===== config.mk =====
export PLATFORM = sky130hd
export DESIGN_NAME = dmem_arbiter
export DESIGN_NICKNAME = d
export VERILOG_FILES = /design/src/rtl/dmem_arb_pkg.sv /design/src/rtl/dmem_arb_rr.sv /design/src/rtl/dmem_arbiter.sv
export SDC_FILE = /design/constraint.sdc
export NUM_CORES = 1
export LEC_CHECK = 0
export BUFFER_PORTS_ARGS = -buffer_cell sky130_fd_sc_hd__clkbuf_2
export CAP_MARGIN = 5
export CORE_AREA = 2 2 90 92
export CTS_BUF_LIST = sky130_fd_sc_hd__clkbuf_4
export DETAILED_ROUTE_END_ITERATION = 12
export DIE_AREA = 0 0 92 94
export PLACE_DENSITY = 0.75
export SLEW_MARGIN = 20
export SYNTH_ARGS = -nofsm -noshare
export SYNTH_HDL_FRONTEND = slang
export SYNTH_SLANG_ARGS = --single-unit

===== constraint.sdc =====
create_clock -name clk -period 2.05 [get_ports clk]
set_input_delay 0.3075 -clock clk [delete_from_list [all_inputs] [get_ports clk]]
set_output_delay 0.3075 -clock clk [all_outputs]
set_load 0.1 [all_outputs]

===== src/rtl/dmem_arb_pkg.sv =====
// Shared types and constants for the data-memory arbiter.
package dmem_arb_pkg;

    localparam int unsigned NUM_REQ = 2;
    localparam int unsigned REQ_CPU = 0;
    localparam int unsigned REQ_DMA = 1;

    // IDLE: no owner; OWN0/OWN1: requester holds the memory via lock
    typedef enum logic [1:0] {
        IDLE = 2'd0,
        OWN0 = 2'd1,
        OWN1 = 2'd2
    } arb_state_e;

endpackage


===== src/rtl/dmem_arb_rr.sv =====
// Two-way grant selection with a last-granted pointer for round-robin ties.
// DMEM_ARB_FIXED_PRIO_EN: requester 0 always wins a tie (pointer not consulted).
module dmem_arb_rr
    import dmem_arb_pkg::*;
(
    input  logic               clk,
    input  logic               rst_n,
    input  logic [NUM_REQ-1:0] req,
    input  logic [NUM_REQ-1:0] allow,
    output logic [NUM_REQ-1:0] gnt_c
);

    logic               last_gnt_q;
    logic               last_gnt_d;
    logic [NUM_REQ-1:0] elig;

    // Pick at most one eligible requester; pointer tracks the latest grant
    always_comb begin
        elig       = req & allow;
        gnt_c      = '0;
        last_gnt_d = last_gnt_q;
        if (elig == 2'b11) begin
`ifdef DMEM_ARB_FIXED_PRIO_EN
            gnt_c[REQ_CPU] = 1'b1;
`else
            if (last_gnt_q) gnt_c[REQ_CPU] = 1'b1;
            else            gnt_c[REQ_DMA] = 1'b1;
`endif
        end else begin
            gnt_c = elig;
        end
        if (gnt_c[REQ_CPU])      last_gnt_d = 1'b0;
        else if (gnt_c[REQ_DMA]) last_gnt_d = 1'b1;
    end

    // Pointer resets to 1 so requester 0 wins the first tie
    always_ff @(posedge clk or negedge rst_n) begin
        if (!rst_n) last_gnt_q <= 1'b1;
        else        last_gnt_q <= last_gnt_d;
    end

endmodule


===== src/rtl/dmem_arbiter.sv =====
// Two-port arbiter in front of the single-port data memory: one access per
// cycle, lockable ownership for bursts, registered read response.
// DMEM_ARB_FIXED_PRIO_EN: fixed priority to requester 0 instead of round-robin.
module dmem_arbiter
    import dmem_arb_pkg::*;
#(
    parameter int unsigned ADDR_W = 10,
    parameter int unsigned DATA_W = 32
) (
    input  logic              clk,
    input  logic              rst_n,
    input  logic              req0,
    input  logic              we0,
    input  logic [ADDR_W-1:0] addr0,
    input  logic [DATA_W-1:0] wdata0,
    input  logic              lock0,
    input  logic              req1,
    input  logic              we1,
    input  logic [ADDR_W-1:0] addr1,
    input  logic [DATA_W-1:0] wdata1,
    input  logic              lock1,
    output logic              gnt0,
    output logic              gnt1,
    output logic              rvalid0,
    output logic              rvalid1,
    output logic [DATA_W-1:0] rdata0,
    output logic [DATA_W-1:0] rdata1,
    output logic              mem_we,
    output logic [ADDR_W-1:0] mem_addr,
    output logic [DATA_W-1:0] mem_wd,
    input  logic [DATA_W-1:0] mem_rd
);

    arb_state_e         state_q, state_d;
    logic [NUM_REQ-1:0] allow;
    logic [NUM_REQ-1:0] gnt_c;
    logic [NUM_REQ-1:0] rvalid_q, rvalid_d;
    logic [DATA_W-1:0]  rdata0_q, rdata0_d;
    logic [DATA_W-1:0]  rdata1_q, rdata1_d;

    dmem_arb_rr u_rr (
        .clk   (clk),
        .rst_n (rst_n),
        .req   ({req1, req0}),
        .allow (allow),
        .gnt_c (gnt_c)
    );

    assign gnt0 = gnt_c[REQ_CPU];
    assign gnt1 = gnt_c[REQ_DMA];

    // Ownership FSM: restricts eligibility while a requester holds the lock
    always_comb begin
        state_d = state_q;
        allow   = '0;
        case (state_q)
            IDLE: begin
                allow = 2'b11;
                if (gnt0 && lock0)      state_d = OWN0;
                else if (gnt1 && lock1) state_d = OWN1;
            end
            OWN0: begin
                allow = 2'b01;
                if (!req0 || (gnt0 && !lock0)) state_d = IDLE;
            end
            OWN1: begin
                allow = 2'b10;
                if (!req1 || (gnt1 && !lock1)) state_d = IDLE;
            end
            default: state_d = IDLE;
        endcase
        // No grants while reset is asserted
        if (!rst_n) allow = '0;
    end

    // Route the granted requester onto the memory port
    always_comb begin
        mem_we   = 1'b0;
        mem_addr = '0;
        mem_wd   = '0;
        if (gnt0) begin
            mem_we   = we0;
            mem_addr = addr0;
            mem_wd   = wdata0;
        end else if (gnt1) begin
            mem_we   = we1;
            mem_addr = addr1;
            mem_wd   = wdata1;
        end
    end

    // Response: valid follows every grant; data only for reads
    always_comb begin
        rvalid_d = gnt_c;
        rdata0_d = (gnt0 && !we0) ? mem_rd : '0;
        rdata1_d = (gnt1 && !we1) ? mem_rd : '0;
    end

    // State and response registers
    always_ff @(posedge clk or negedge rst_n) begin
        if (!rst_n) begin
            state_q  <= IDLE;
            rvalid_q <= '0;
            rdata0_q <= '0;
            rdata1_q <= '0;
        end else begin
            state_q  <= state_d;
            rvalid_q <= rvalid_d;
            rdata0_q <= rdata0_d;
            rdata1_q <= rdata1_d;
        end
    end

    assign rvalid0 = rvalid_q[REQ_CPU];
    assign rvalid1 = rvalid_q[REQ_DMA];
    assign rdata0  = rdata0_q;
    assign rdata1  = rdata1_q;

endmodule


==> flow_summary.ini <==
[critical_path]
cp_max_fo = 10
worstPathArrival_ns = 1.92
cp-end-kind = primary output
max_stage_delay_ns = 0.59
reg2regPathDepth = 3
crit_path_cell_trace = nor3b_4 -> nor3b_4 -> buf_12 -> buf_8 -> a22o_2 -> buf_12
slowest_stage = dfstp_2
critical-path-top-delay-family = flip-flops
cp.required_ns = 1.74
startpoint = u_rr.last_gnt_q
worst-r2r-setup-slack_ns = 0.25
r2r_end = rdata1[13]
startpoint_type = register
crit_type = reg2out
critical_path_buf_inv_count = 3
reg2reg_from = state_q[0]

[synthesis]
ys_seq_area_share_pct = 62.9
synth.top_cells.by_area = dfrtp_1, and2_1, a22o_1
syn_area_um2 = 2750
ys_types = 21
postSynthCellCount = 210
mappedNetlistNets = 334
yosysTopAreaCell = dfrtp_1
ys_ff_latch = 69
synth_top_area_share_pct = 61.9
avgSynthCellArea_um2 = 13.1
synth.yosys.warnings = 0

[drt]
ant_nets = 0
vias = 2641
remaining_drc_errors = 0
drt-pass1-iter-count = 4
wl_mm = 9.44
drtIter0Drc = 121
wire_per_inst_um = 16.8
vias_per_cell = 4.71

[clocking]
cts.sinks = 69
cts_max_path_buffers = 2
cts_hold_buf = 0
clock_latency_ns = 0.39
cts_tree = yes
cts-root-buf = clkbuf_4
clkTransAtPathRegs_ns = 0.11
cts_buffers = 9
ctsHtreeMaxLevel = 3

[layout]
drive_above_1_share_pct = 68.0
nets = 578
antenna_cells = 0
nFillCells = 580
syn_to_final_growth_pct = 89.7

[global_route]
grt_overflow_total = 0
grt_max_degree = 37
grt_use_total_pct = 21.2
first_global_vias = 2691
antenna_found_initial = 1
grt_pass1_wl_mm = 14.0

[sta]
fmax_mhz = 448
finalWorstSetupSlack_ns = -0.181
min_period_over_period_pct = 109
finalSetupViolations = 43
fin_tns_setup_ns = -6.28
finalHoldViolCount = 0
tightest_slew_ns = 0.928
timing.final.crit_period_ns = 2.23
grt_setup_unrepaired = yes
fin_skew_ns = 0.0106
slew_viol_final = 0
relSlewSlack_pct = 38.1

[die]
ioPinCount = 235
die_w_um = 92
start_util_pct = 36.1
row_count = 32
fp.dieH_um = 94
core_um2 = 7610
dieArea_um2 = 8650

[power]
power.density_nw_per_um2 = 793
power_mw = 4.13
p_leak_nw = 2.86
ir_worst_vdd_v = 0.000361

[placement]
place_congestion = 0.753
io_buffers = 234
hpwl_mm = 7.37

[status]
outcome = finished with violations
violations = setup timing

[hold_path]
hp-class = in2async

[run]
cap_violations = 0
area by class of cell:
cell class                 count  area [um^2]  share of cell area (%)
clock inverter                 7         88.8                    1.70
multi-input combinational    125         1160                    22.3
sequential                    69         1730                    33.2
tap                          102          128                    2.45
clock buffer                   9         67.6                    1.30
inverter                       1         3.75                  0.0720
timing repair buffer         248         2030                    39.0
metrics by stage:
step	hold slack (ns)	utilization, %	setup slack (ns)	cell area, um^2	cells
floorplan	0.0119	-	0.0491	2870	210
global placement	0.452	63.3	0.197	4820	539
detailed placement	0.475	63.3	0.0847	4820	539
CTS	0.0296	66.8	-0.172	5080	561
global route	0.0372	68.5	-0.268	5210	561
finish	0.0282	68.5	-0.181	5210	561
state kept, by name, summed over array words and instances (netlist names):
| signal | flops |
|---|---|
| rdata0 | 32 |
| rdata1 | 32 |
| rvalid_q | 2 |
| state_q | 2 |
| u_rr.last_gnt_q | 1 |
cell families (layout without fill, tap and decap cells):
logic type	count (synthesis)	after routing	synth area share, %
AO/OA/AOI/OAI	48	48	14.6
buffers and inverters	16	265	3.78
AND/OR/NAND/NOR	77	77	18.7
flip-flops	69	69	62.9
layout by cell type, fill, tap and decap left out, drive strengths merged, types with 2 or more instances in the layout:
cell      n
clkbuf  197
dfrtp    68
and2     64
buf      60
a22o     43
a21oi     3
nor2      3
clkinv    3
nor3b     2
o21ai     2
bufinv    2
inv       2
per-layer routing:
| layer | GRT usage, % | vias to the layer above | part of all wire (%) |
|---|---|---|---|
| met4 | 5.22 | 2 | 0.56 |
| met3 | 7.22 | 7 | 7.9 |
| met1 | 26.3 | 1294 | 38 |
| met2 | 35.9 | 122 | 53 |
| met5 | 0 | - | 0.13 |
| li1 | - | 1216 | - |
worst max-delay path by stage:
stage | cells past startpoint | slack, ns | to
after detailed placement | 6 | 0.08 | mem_wd[13]
after floorplan | 4 | 0.05 | mem_addr[1]
after CTS | 5 | -0.17 | mem_wd[5]
after global placement | 5 | 0.20 | mem_wd[30]
final | 6 | -0.18 | mem_wd[1]
after global routing | 6 | -0.27 | mem_wd[1]
cells in the mapped netlist:
| cell type | count |
|---|---|
| buf_2 | 8 |
| nand2b_1 | 1 |
| nor2_1 | 3 |
| o21ai_0 | 2 |
| nor2b_1 | 1 |
| clkbuf_2 | 3 |
| and2b_1 | 1 |
| nor3b_2 | 1 |
| and3_1 | 1 |
| nand3b_1 | 1 |
| nand2_1 | 1 |
| nor4b_4 | 1 |
| dfrtp_1 | 68 |
| and2_1 | 64 |
| nor3b_4 | 1 |
| a22o_1 | 43 |
| dfstp_2 | 1 |
| and4b_1 | 1 |
| a21oi_1 | 3 |
| buf_6 | 4 |
| inv_2 | 1 |
where the power goes:
group | internal [mW] | switching [mW]
Combinational | 0.594 | 1.16
Clock | 0.489 | 0.460
Sequential | 1.41 | 0.0200
Total | 2.49 | 1.64
timing repair:
item / CTS / global route
endpoints found under the setup margin: 44 / 44
pin swaps: 1 / 15
cloned: 2 / 0
setup buffers: 4 / 1
resized for setup: 18 / 17
hold endpoints to repair: 0 / 0
Note: power is estimated with default switching activity, not from simulation.
